**config.mk**
```make
export PLATFORM = sky130hd
export DESIGN_NAME = pll_lock_sequencer
export DESIGN_NICKNAME = d
export VERILOG_FILES = /design/src/rtl/pll_seq_pkg.sv /design/src/rtl/pll_lock_filter.sv /design/src/rtl/pll_lock_sequencer.sv
export SDC_FILE = /design/constraint.sdc
export NUM_CORES = 1
export LEC_CHECK = 0
export BUFFER_PORTS_ARGS = -buffer_cell sky130_fd_sc_hd__buf_2
export CAP_MARGIN = 0
export CORE_MARGIN = 5
export CORE_UTILIZATION = 54
export CTS_BUF_LIST = sky130_fd_sc_hd__clkbuf_4
export CTS_CLUSTER_SIZE = 25
export DETAILED_ROUTE_END_ITERATION = 8
export PLACE_DENSITY = 0.78
export SETUP_SLACK_MARGIN = 0.02
export SLEW_MARGIN = 20
export SYNTH_ARGS = -nofsm -noshare
export SYNTH_HDL_FRONTEND = slang
export SYNTH_HIERARCHICAL = 1
export SYNTH_SLANG_ARGS = --single-unit
```
**constraint.sdc**
```tcl
create_clock -name clk -period 4.48 [get_ports clk]
set_clock_uncertainty 0.15 [all_clocks]
set_input_delay 0.896 -clock clk [delete_from_list [all_inputs] [get_ports clk]]
set_output_delay 0.896 -clock clk [all_outputs]
set_load 0.005 [all_outputs]
```
**src/rtl/pll_seq_pkg.sv**
```systemverilog
// Shared types and sizing helpers for the PLL lock sequencer.
package pll_seq_pkg;

    typedef enum logic [2:0] {
        StPllRst,
        StWaitLock,
        StRelease,
        StRun,
        StFault
    } state_e;

    // Width that holds every value from 0 up to and including max_val.
    function automatic int unsigned cnt_width(input int unsigned max_val);
        return $clog2(max_val) + 1;
    endfunction

    function automatic int unsigned max3(input int unsigned a, input int unsigned b,
                                         input int unsigned c);
        int unsigned m;
        m = (a > b) ? a : b;
        return (m > c) ? m : c;
    endfunction

endpackage

```
**src/rtl/pll_lock_filter.sv**
```systemverilog
// Synchronises raw PLL LOCK and qualifies it with high/low run-length filters.
module pll_lock_filter
    import pll_seq_pkg::*;
#(
    parameter int unsigned LOCK_FILT = 64,
    parameter int unsigned LOSS_FILT = 4
) (
    input  logic clk,
    input  logic rst,
    input  logic clr,
    input  logic pll_lock,
    output logic lock_ok,
    output logic lock_lost
);

    localparam int unsigned HiW = cnt_width(LOCK_FILT);
    localparam int unsigned LoW = cnt_width(LOSS_FILT);

    logic [1:0]     sync_q;
    logic           lock_s;
    logic [HiW-1:0] hi_q, hi_d;
    logic [LoW-1:0] lo_q, lo_d;

    assign lock_s = sync_q[1];

    // Run-length counters include the current cycle and saturate at their threshold.
    always_comb begin
        hi_d = '0;
        lo_d = '0;
        if (!clr) begin
            if (lock_s) begin
                hi_d = (hi_q == HiW'(LOCK_FILT)) ? hi_q : hi_q + HiW'(1);
            end else begin
                lo_d = (lo_q == LoW'(LOSS_FILT)) ? lo_q : lo_q + LoW'(1);
            end
        end
    end

    assign lock_ok   = (hi_d == HiW'(LOCK_FILT));
    assign lock_lost = (lo_d == LoW'(LOSS_FILT));

    // Two-flop synchroniser and run-length counter state.
    always_ff @(posedge clk) begin
        if (rst) begin
            sync_q <= '0;
            hi_q   <= '0;
            lo_q   <= '0;
        end else begin
            sync_q <= {sync_q[0], pll_lock};
            hi_q   <= hi_d;
            lo_q   <= lo_d;
        end
    end

endmodule

```
**src/rtl/pll_lock_sequencer.sv**
```systemverilog
// PLL supervisor: PLL reset/power-down control, lock qualification, retries and
// staggered release of per-channel resets.
module pll_lock_sequencer
    import pll_seq_pkg::*;
#(
    parameter int unsigned NUM_CH       = 2,
    parameter int unsigned RST_PULSE    = 16,
    parameter int unsigned LOCK_FILT    = 64,
    parameter int unsigned LOSS_FILT    = 4,
    parameter int unsigned LOCK_TIMEOUT = 65536,
    parameter int unsigned CH_DELAY     = 8,
    parameter int unsigned MAX_RETRY    = 4
) (
    input  logic              clk,
    input  logic              rst,
    input  logic              pll_lock,
    input  logic              relock_req,
    input  logic [NUM_CH-1:0] ch_en,
    output logic              pll_reset,
    output logic              pll_pwd,
    output logic [NUM_CH-1:0] ch_rst_o,
    output logic              ready,
    output logic              fault,
    output logic [3:0]        retry_cnt
);

    localparam int unsigned RelLen = NUM_CH * CH_DELAY;
    localparam int unsigned CntMax = max3(RST_PULSE, LOCK_TIMEOUT, RelLen);
    localparam int unsigned CntW   = cnt_width(CntMax);

    state_e            state_q, state_d;
    logic [CntW-1:0]   cnt_q, cnt_d, cnt_inc;
    logic [3:0]        retry_q, retry_d, retry_inc;
    logic              pll_reset_d, pll_pwd_d, ready_d, fault_d;
    logic [NUM_CH-1:0] ch_rst_d;
    logic              lock_ok, lock_lost, filt_clr;

    // Lock seen while the PLL is held in reset carries no information.
    assign filt_clr = (state_q == StPllRst);

    pll_lock_filter #(
        .LOCK_FILT (LOCK_FILT),
        .LOSS_FILT (LOSS_FILT)
    ) u_lock_filter (
        .clk       (clk),
        .rst       (rst),
        .clr       (filt_clr),
        .pll_lock  (pll_lock),
        .lock_ok   (lock_ok),
        .lock_lost (lock_lost)
    );

    assign cnt_inc   = cnt_q + CntW'(1);
    assign retry_inc = (retry_q == 4'hf) ? retry_q : retry_q + 4'd1;

    // Next-state logic; relock_req takes priority over loss and timeout.
    always_comb begin
        state_d = state_q;
        cnt_d   = cnt_inc;
        retry_d = retry_q;
        unique case (state_q)
            StPllRst: begin
                if (cnt_inc == CntW'(RST_PULSE)) state_d = StWaitLock;
            end
            StWaitLock: begin
                if (relock_req) begin
                    state_d = StPllRst;
                    retry_d = '0;
                end else if (lock_ok) begin
                    state_d = StRelease;
                end else if (cnt_inc == CntW'(LOCK_TIMEOUT)) begin
                    retry_d = retry_inc;
                    state_d = (retry_inc >= 4'(MAX_RETRY)) ? StFault : StPllRst;
                end
            end
            StRelease, StRun: begin
                if (relock_req) begin
                    state_d = StPllRst;
                    retry_d = '0;
                end else if (lock_lost) begin
                    retry_d = retry_inc;
                    state_d = (retry_inc >= 4'(MAX_RETRY)) ? StFault : StPllRst;
                end else if (state_q == StRelease && cnt_inc == CntW'(RelLen)) begin
                    state_d = StRun;
                    retry_d = '0;
                end
            end
            StFault: begin
                if (relock_req) begin
                    state_d = StPllRst;
                    retry_d = '0;
                end
            end
            default: state_d = StPllRst;
        endcase
        // Counter restarts on every state change and idles where nothing is timed.
        if (state_d != state_q || state_q == StRun || state_q == StFault) cnt_d = '0;
    end

    // Output decode from the next state so every output is a plain register.
    always_comb begin
        pll_reset_d = (state_d == StPllRst) || (state_d == StFault);
        pll_pwd_d   = (state_d == StFault);
        fault_d     = (state_d == StFault);
        ready_d     = (state_d == StRun);
        ch_rst_d    = '1;
        if (state_d == StRelease) begin
            for (int unsigned k = 0; k < NUM_CH; k++) begin
                if (ch_en[k] && cnt_d >= CntW'(k * CH_DELAY)) ch_rst_d[k] = 1'b0;
            end
        end else if (state_d == StRun) begin
            ch_rst_d = ~ch_en;
        end
    end

    // State register.
    always_ff @(posedge clk) begin
        if (rst) begin
            state_q <= StPllRst;
            cnt_q   <= '0;
            retry_q <= '0;
        end else begin
            state_q <= state_d;
            cnt_q   <= cnt_d;
            retry_q <= retry_d;
        end
    end

    // Output registers.
    always_ff @(posedge clk) begin
        if (rst) begin
            pll_reset <= 1'b1;
            pll_pwd   <= 1'b0;
            ch_rst_o  <= '1;
            ready     <= 1'b0;
            fault     <= 1'b0;
        end else begin
            pll_reset <= pll_reset_d;
            pll_pwd   <= pll_pwd_d;
            ch_rst_o  <= ch_rst_d;
            ready     <= ready_d;
            fault     <= fault_d;
        end
    end

    assign retry_cnt = retry_q;

endmodule

```
# --- Word-level counts from Yosys, hierarchy flattened ---
# Index checks and enable logic that the tools add are counted.
totals:
  regBits: 41
  input_bits: 6
  elab_cells: 78
op_classes:
  add_sub_neg: 4
  magnitude_cmp: 3
  n_eq_ne: 19
  n_mux: 30
  bitwise_logic: 1
  reduce_logical: 11
ops:
  columns: ["operator", "n"]
  rows:
  - ["$mux 3", 12]
  - ["$mux 4", 8]
  - ["$mux 7", 3]
  - ["$add 17x1->17 const B", 1]
  - ["$eq 17x17->1 const B", 1]
  - ["$eq 17x5->1 const B", 1]
  - ["$ge 17x1->1 const B", 1]
  - ["$ge 17x4->1 const B", 1]
  - ["$mux 17", 1]
  - ["$eq 7x7->1 const B", 2]
  - ["$eq 3x2->1 const B", 4]
  - ["$eq 3x3->1 const B", 4]
  - ["$pmux 3 s4", 1]
  - ["$pmux 4 s3", 1]
  - ["$add 7x1->7 const B", 1]
  - ["$logic_not 3->1", 2]
  - ["$ne 3x3->1 const B", 2]
  - ["$reduce_and 5->1", 1]
  - ["$add 4x1->4 const B", 1]
  - ["$eq 4x4->1 const B", 1]
  - ["$ge 4x3->1 const B", 1]
  - ["$mux 2", 2]
  - ["$ne 4x4->1 const B", 1]
  - ["$add 3x1->3 const B", 1]
  - ["9 further kinds", 14]

# --- Logic depth before layout (Yosys ltp) ---
# Gate-level depths: netlist (run 1).
logic_depth:
  ltp_word: 16
  ltp_mapped: 13

# --- By module ---
# The synthesis (run 1) kept the hierarchy.
by_module_without_submodules:
  columns: ["mod", "instances", "cells_per_inst", "area_per_inst_um2"]
  rows:
  - ["pll_lock_sequencer", 1, 208, 1866.8]
  - ["pll_lock_filter", 1, 73, 660.6]

# --- Worst setup path after synthesis (run 1) ---
# No wires, ideal clock.
synth_timing:
  path_kind: "reg2reg"
  from: "register cnt_q[0]"
  to: "register retry_q[1], in the netlist retry_cnt[1]"
  setup_ns: 0.131
  arrival_time_ns: 2.412
  slack_ns: 1.787
  path_stages_with_launch: 10
  n_path_buf: 1
  path_cell_list: "dfxtp_1 ha_1 and3_1 buf_2 nand3_2 or3_1 a21o_1 or3_1 a311oi_2 o221ai_2"
synth_between:
  elab_chain_cells: 5
  elab_cells_between_ends: 7
  classes_between: "add/sub: 1; eq/ne: 4; reduce/logical: 2"
synth_rtl:
  columns: ["item", "line_no", "text"]
  rows:
  - ["from (decl)", "pll_lock_sequencer.sv:32", "logic [CntW-1:0] cnt_q, cnt_d, cnt_inc;"]
  - ["from (signal assigned)", "pll_lock_sequencer.sv:124", "cnt_q <= cnt_d;"]
  - ["$add 17x1->17 (*)", "pll_lock_sequencer.sv:53", "assign cnt_inc = cnt_q + CntW'(1);"]
  - ["$eq 17x5->1", "pll_lock_sequencer.sv:83", "end else if (state_q == StRelease && cnt_inc == CntW'(RelLen)) begin"]
  - ["$logic_and 1x1->1", "pll_lock_sequencer.sv:83", null]
  - ["$ne 4x4->1 (no source line)", null, null]
  - ["$reduce_and 5->1 (no source line) (*)", null, null]
  - ["to (signal assigned)", "pll_lock_sequencer.sv:125", "retry_q <= retry_d;"]
  - ["to (decl)", "pll_lock_sequencer.sv:33", "logic [3:0] retry_q, retry_d, retry_inc;"]
# Every way passes the cells marked *; elsewhere a longest branch is shown, timed or not.
# A chain may end at the register's enable or synchronous reset.

# --- Final worst setup path (run 1) ---
layout_timing:
  from: "register u_lock_filter.lo_q[0]"
  to: "register cnt_q[7]"
layout_between:
  elab_chain_cells: 12
  elab_cells_between_ends: 13
  classes_between: "add/sub: 1; eq/ne: 3; mux: 7; reduce/logical: 2"
layout_rtl:
  columns: ["item", "line_no", "text"]
  rows:
  - ["from (decl)", "pll_lock_filter.sv:22", "logic [LoW-1:0] lo_q, lo_d;"]
  - ["from (signal assigned)", "pll_lock_filter.sv:51", "lo_q <= lo_d;"]
  - ["$add 3x1->3 / $eq 3x3->1 (equally long branches)", "pll_lock_filter.sv:34", "lo_d = (lo_q == LoW'(LOSS_FILT)) ? lo_q : lo_q + LoW'(1);"]
  - ["$mux 3 (*)", "pll_lock_filter.sv:34", null]
  - ["$mux 3 (*)", "pll_lock_filter.sv:31", "if (lock_s) begin"]
  - ["$mux 3 (*)", "pll_lock_filter.sv:30", "if (!clr) begin"]
  - ["$eq 3x3->1 (*)", "pll_lock_filter.sv:40", "assign lock_lost = (lo_d == LoW'(LOSS_FILT));"]
  - ["via lock_lost", "pll_lock_sequencer.sv:36", "logic lock_ok, lock_lost, filt_clr;"]
  - ["$mux 3 (*)", "pll_lock_sequencer.sv:80", "end else if (lock_lost) begin"]
  - ["$mux 3 (*)", "pll_lock_sequencer.sv:77", "if (relock_req) begin"]
  - ["$pmux 3 s4 (*)", "pll_lock_sequencer.sv:61", "unique case (state_q)"]
  - ["$ne 3x3->1 (*)", "pll_lock_sequencer.sv:97", "if (state_d != state_q || state_q == StRun || state_q == StFault) cnt_d = '0;"]
  - ["$logic_or 1x1->1 (*) (2 in series)", "pll_lock_sequencer.sv:97", null]
  - ["$mux 17 (*)", "pll_lock_sequencer.sv:97", null]
# The timed path passes the listed nets; every way through them passes the cells marked *.

==> qor.yml, run 1 <==
die:
  core_area_um2: 4440
  fp-row-count: 24
  die_area_um2: 6150
  initial_utilization_pct: 56.9
  die_height_um: 78.4
  chipWidth_um: 78.4
  io_pins: 16
drt:
  dr.first_iter.drc_count: 150
  drt-pass1-iter-count: 7
  routed_wl_um: 4740
  route.met3.wl_um: 200
  met1_length_um: 2330
  drc_errors: 0
  detail-route-antenna-nets: 0
  detail_route.wl_per_cell_um: 13.9
  detail_route.vias_per_cell: 6.05
  met2RoutedLength_um: 2110
  detailroute.via_count: 2058
  maxUsedRoutingLayer: "met4"
synthesis:
  yosysTopAreaCellShare_pct: 32.5
  synthesis.area_um2: 2530
  synth.yosys.warnings: 6
  synthFlopType: "dfxtp_1"
  async_flop_share_pct: 0
  synth_cell_type_count: 63
  synthesis.nets: 294
  synth-seq-cells: 41
  synth_cells: 281
  synth.area.top_cells: "dfxtp_1, xnor2_1, xor2_1"
  synth.largest_area_cell: "dfxtp_1"
  synth_most_common_cell: "dfxtp_1"
  average_size_of_a_mapped_cell_um2: 8.99
  list_of_most_frequent_post_synthesis_cells: "dfxtp_1, nor2_1, a21oi_1, xnor2_1, xor2_1"
  synth_sequential_area_ratio_pct: 32.5
  edff_count_synth: 0
place:
  detailedPlace.worstSlack_ns: 1.08
  gpl.final_weighted_congestion: 0.827
  place.detailed.hpwl_um: 3490
  numPortBuffers: 15
clocking:
  clock-root-buffer: "clkbuf_4"
  cts.sink_count: 41
  cts.reportedPaths.clkPinSlew_ns: 0.13
  insertion_delay_ns: 0.37
  post-cts-setup-buffers: 0
  htreeDepth: 2
  tritoncts: "built"
  ctsLongestPathBuffers: 2
  clock_buffers_created_by_tritoncts: 5
  hold_bufs_inserted_after_cts: 0
  cts_repair_resize_count: 0
grt:
  grt_pass1_vias: 1829
  grt_start_max_net_pins: 19
  globalRouteOverflowTotal: 0
  grt_pass1_wl_um: 8060
  track_usage_pct: 15.9
  grt_antenna_before_repair: 0
critical_path:
  reg2reg_slack_ns: 1.04
  data_required_time_of_the_critical_path_ns: 4.53
  crit_path_max_fanout: 16
  critical_path.startpoint: "u_lock_filter/lo_q[0]$_SDFF_PP0_"
  cp_common_cell: "nand2b_1"
  cpPeakStageDelay_ns: 0.82
  critical_path.cell_chain: "inv_1, ha_1, nand2_1, mux2i_1, nor4b_1, nor3b_1, nand2b_1, nand2b_1, and2_1, o2111ai_2, a21boi_1"
  worst-path-buf-inv: 1
  cp_data_arrival_time_ns: 3.49
  timing.critical_path.slowest_stage_cell: "o2111ai_2"
  critical_path.top_delay_family: "simple AND/OR/NAND/NOR gates"
  timing.critical_path.from_type: "flop"
  timing.rr.start: "u_lock_filter/lo_q[0]$_SDFF_PP0_"
  critPathCaptureType: "flop"
  worst-setup-path-type: "reg -> reg"
flow_run:
  max-cap-violations: 0
hold_path:
  hold_class: "reg -> reg"
  holdCritStartpoint: "u_lock_filter/sync_q[0]$_SDFF_PP0_"
cells_and_area:
  area_growth_pct: 3.51
  layout.filler_cells: 408
  antenna_diode_count: 0
  nets: 300
  final_layout_size_suffix_gt1_share_pct: 18.4
  seqCellArea_um2: 821
  multiInputGateArea_um2: 1550
power:
  p_leak_nw: 0.931
  vdd.ir_drop.worst_mv: 0.162
  power.density_nw_per_um2: 229
sta:
  setup_total_negative_slack_ns: 0
  timing.final.hold_violations: 0
  fmaxAchievable_mhz: 291
  worst_slack_ns: 1.04
  finalSetupViolCount: 0
  drv_slew: 0
  worst_slew_margin_rel_pct: 31.3
  layout_worst_path_cycle_share_pct: 76.7
  timing_worst_slew_pin_value_ns: 1.03
  timing.final.crit_period_ns: 3.44
  grt_setup_unrepaired: "no"
run_status:
  outcome: "complete, no violations"
routing by layer:
metal	track usage [%]	up-vias
li1	-	1045
met1	21.4	966
met2	24.7	38
met3	2.75	9
met4	7.17	0
met5	0	-
sequential cells by signal, summed over array words and instances, names as in the netlist:
| signal | flops |
|---|---|
| ch_rst_o | 2 |
| retry_cnt | 4 |
| fault | 1 |
| u_lock_filter/hi_q | 7 |
| u_lock_filter/lo_q | 3 |
| pll_reset | 1 |
| u_lock_filter/sync_q | 2 |
| cnt_q | 17 |
| ready | 1 |
| state_q | 3 |
cell families (layout without fill, tap and decap cells):
kind of cell | count (synthesis) | after routing | share of synthesized area, %
flip-flops | 41 | 41 | 32.5
buffers and inverters | 29 | 36 | 6.29
adder cells (fa/ha/maj) | 7 | 7 | 3.47
AND/OR/NAND/NOR | 107 | 107 | 25.7
XOR/XNOR | 24 | 24 | 8.32
AO/OA/AOI/OAI | 68 | 68 | 21.7
multiplexers | 5 | 5 | 2.03
stage by stage:
| stage | hold slack (ns) | util, % | power (W) | area (um^2) | std cells |
|---|---|---|---|---|---|
| global placement | 0.270 | 57.6 | 0.000422 | 2560 | 332 |
| CTS | 0.310 | 58.9 | 0.000605 | 2620 | 340 |
| floorplan | 0.264 | - | 0.000412 | 2530 | 281 |
| detailed placement | 0.280 | 57.6 | 0.000423 | 2560 | 332 |
| finish | 0.308 | 58.9 | 0.000598 | 2620 | 340 |
| global route | 0.314 | 58.9 | 0.000628 | 2620 | 340 |
worst register-to-register path: stages (launching register included):
cell and delay (ns):
dfxtp_1 0.44, inv_1 0.07, ha_1 0.22, nand2_1 0.14, mux2i_1 0.25, nor4b_1 0.36
nor3b_1 0.15, nand2b_1 0.15, nand2b_1 0.15, and2_1 0.24, o2111ai_2 0.82, a21boi_1 0.15
power by group:
part | internal, W | switching [W]
combinational | 0.0000152 | 0.0000213
clock | 0.0000594 | 0.000124
sequential | 0.000371 | 0.00000730
placed cells by master (no fill, tap or decap), types with 5 or more instances in the layout:
master     n
dfxtp_1   41
nor2_1    21
buf_2     15
a21oi_1   14
xor2_1    12
xnor2_1   12
nand3_1   11
a21oi_2   11
inv_1     11
nand2_1   10
and4_1     8
nor4_1     8
ha_1       7
nor3_1     6
o21ai_0    6
nand4_1    5
nand2b_1   5
nor2b_1    5
clkbuf_4   5
path summary, 6_finish.rpt:
path / endpoint / depth (start not counted)
setup / recovery: cnt_q[7]$_SDFF_PP0_ / 11
setup reg to reg: cnt_q[7]$_SDFF_PP0_ / 11
hold reg to reg: u_lock_filter/sync_q[1]$_SDFF_PP0_ / 1
hold / removal: u_lock_filter/sync_q[1]$_SDFF_PP0_ / 1
layout make-up:
| cell class | count | share of cell area, % |
|---|---|---|
| Clock buffer | 5 | 1.43 |
| Clock inverter | 3 | 0.670 |
| Inverter | 12 | 1.72 |
| Multi-Input combinational cell | 211 | 59.2 |
| Sequential cell | 41 | 31.4 |
| Tap cell | 52 | 2.49 |
| Timing Repair Buffer | 16 | 3.16 |
Note: power is estimated with default switching activity, not from simulation.
==> inputs of run 2 (changes only) <==
--- a/config.mk
+++ b/config.mk
@@ -12,7 +12,7 @@
 export CTS_BUF_LIST = sky130_fd_sc_hd__clkbuf_4
 export CTS_CLUSTER_SIZE = 25
 export DETAILED_ROUTE_END_ITERATION = 8
-export PLACE_DENSITY = 0.78
+export PLACE_DENSITY = 0.81
 export SETUP_SLACK_MARGIN = 0.02
 export SLEW_MARGIN = 20
 export SYNTH_ARGS = -nofsm -noshare
==> constraint.sdc (replaced) <==
create_clock -name clk -period 3 [get_ports clk]
set_clock_uncertainty 0.15 [all_clocks]
set_input_delay 0.6 -clock clk [delete_from_list [all_inputs] [get_ports clk]]
set_output_delay 0.6 -clock clk [all_outputs]
set_load 0.005 [all_outputs]
==> run 2 against run 1 <==
Net effect:
- combinational power up 76%
- clock power up 100%
- maximum frequency up 20%
- die area unchanged
- first-iteration DRC count up 29%
- sequential cell count unchanged
- design area up 9.0%
- final cell count up 4.4%
- global-route usage up 1.5 points
- register-to-register slack worse by 0.92 ns
- sequential share of layout area down 2.5 points
- critical path type unchanged
==> qor.yml, run 2 (synthesis gave the netlist of run 1 again) <==
die:
  io_pins: 16
  chipWidth_um: 78.4
  die_area_um2: 6150
  die_height_um: 78.4
  core_area_um2: 4440
  fp-row-count: 24
  initial_utilization_pct: 56.9
drt:
  drt-pass1-iter-count: 4
  detail_route.wl_per_cell_um: 14.7
  detail-route-antenna-nets: 0
  detail_route.vias_per_cell: 6.09
  dr.first_iter.drc_count: 194
  routed_wl_um: 5220
  detailroute.via_count: 2161
  drc_errors: 0
critical_path:
  timing.critical_path.from_type: "flop"
  worst-setup-path-type: "reg -> reg"
  data_required_time_of_the_critical_path_ns: 3.15
  critPathCaptureType: "flop"
  cp_data_arrival_time_ns: 3.03
  crit_path_max_fanout: 6
sta:
  worst_slew_margin_rel_pct: 67.4
  finalSetupViolCount: 0
  fmaxAchievable_mhz: 348
  worst_slack_ns: 0.126
  grt_setup_unrepaired: "yes"
  layout_worst_path_cycle_share_pct: 95.8
  timing_worst_slew_pin_value_ns: 0.485
  timing.final.hold_violations: 0
  drv_slew: 0
  timing.final.crit_period_ns: 2.87
  hold-worst-slack_ns: 0.239
clocking:
  htreeDepth: 2
  cts.reportedPaths.clkPinSlew_ns: 0.13
  tritoncts: "built"
  insertion_delay_ns: 0.37
  cts.sink_count: 41
  ctsLongestPathBuffers: 2
  clock_buffers_created_by_tritoncts: 5
  clock-root-buffer: "clkbuf_4"
grt:
  grt_pass1_vias: 1943
  grt_pass1_wl_um: 8780
  globalRouteOverflowTotal: 0
  grt_antenna_before_repair: 0
  track_usage_pct: 17.4
  grt_start_max_net_pins: 19
power:
  clockPowerShare_pct: 37.2
  p_leak_nw: 1.04
  switching_share_pct: 23.5
  combPwrFrac_pct: 6.4
  intPower_w: 0.000766
  power_frac_seq_pct: 56.4
  total_switching_power_w: 0.000235
  power.density_nw_per_um2: 351
  vdd.ir_drop.worst_mv: 0.248
cells_and_area:
  largest_reg_flops: 17
  layout_common_cells: "dfxtp_1, nor2_1, buf_2"
  area_growth_pct: 12.8
  antenna_diode_count: 0
  nets: 315
  regMostFlops: "cnt_q"
  final_core_utilization_pct: 64.2
  final_layout_size_suffix_gt1_share_pct: 26.1
  mostFrequentLayoutCell: "dfxtp_1"
place:
  detailedPlace.worstSlack_ns: -0.201
  place.detailed.hpwl_um: 3560
  gpl.final_weighted_congestion: 0.811
  numPortBuffers: 15
hold_path:
  hold_class: "in -> reg"
flow_run:
  max-cap-violations: 0
run_status:
  outcome: "complete, no violations"
-- run 2: final cells by class --
type                            count  area (um^2)
Clock buffer                        6         45.0
Fill cell                         379         1590
Timing Repair Buffer               31          220
Inverter                           12         45.0
Tap cell                           52         65.1
Clock inverter                      2         33.8
Multi-Input combinational cell    211         1620
Sequential cell                    41          823
-- run 2: what timing repair did --
action / in CTS / in global routing
endpoints found under the setup margin: 16 / 21
cloned: 0 / 0
resized for setup: 1 / 14
setup buffers: 2 / 1
hold buffers: 0 / 0
pin swaps: 1 / 1
-- run 2: worst max-delay path, cell delays in order, from the launching register on --
cell and delay (ns):
dfxtp_1 0.41, inv_1 0.07, ha_1 0.20, nand2_1 0.16, mux2i_2 0.28, nor4b_4 0.28
nor3b_2 0.10, nand2b_1 0.14, nand2b_1 0.17, a2111oi_4 0.42, o31ai_4 0.10, buf_4 0.19
a21oi_2 0.13
-- run 2: stage by stage --
stage               instances  area [um^2]  setup TNS, ns  total power, W
floorplan                 281         2530              0        0.000615
global placement          344         2660         -0.530        0.000632
detailed placement        344         2660          -2.36        0.000634
CTS                       354         2780              0         0.00100
global route              355         2850         -0.200         0.00104
finish                    355         2850              0         0.00100
-- run 2: worst paths after layout --
kind	startpoint	end	slack (ns)	cells after the start
worst max register to register	u_lock_filter/lo_q[1]$_SDFF_PP0_	cnt_q[6]$_SDFF_PP0_	0.13	12
worst min-delay path	ch_en[0]	ch_rst_o[0]$_SDFF_PP1_	0.24	2
worst min register to register	u_lock_filter/sync_q[0]$_SDFF_PP0_	u_lock_filter/sync_q[1]$_SDFF_PP0_	0.31	1
worst max-delay path	u_lock_filter/lo_q[1]$_SDFF_PP0_	cnt_q[6]$_SDFF_PP0_	0.13	12
-- run 2: layer usage --
metal  routed length (um)  global-route usage [%]  share of wire [%]
met1                 2420                    23.3                 46
met2                 2350                    26.1                 45
met3                  349                    5.95                6.7
met4                  104                    5.77                2.0
met5                    0                       0                  0
-- run 2: power by group through the flow --
stage          Clock [W]  Combinational (W)  Sequential (W)
2_1_floorplan          0          0.0000392        0.000575
3_3_place_gp           0          0.0000566        0.000576
3_5_place_dp           0          0.0000574        0.000576
4_1_cts         0.000377          0.0000622        0.000564
5_1_grt         0.000405          0.0000702        0.000567
6_report        0.000372          0.0000641        0.000564
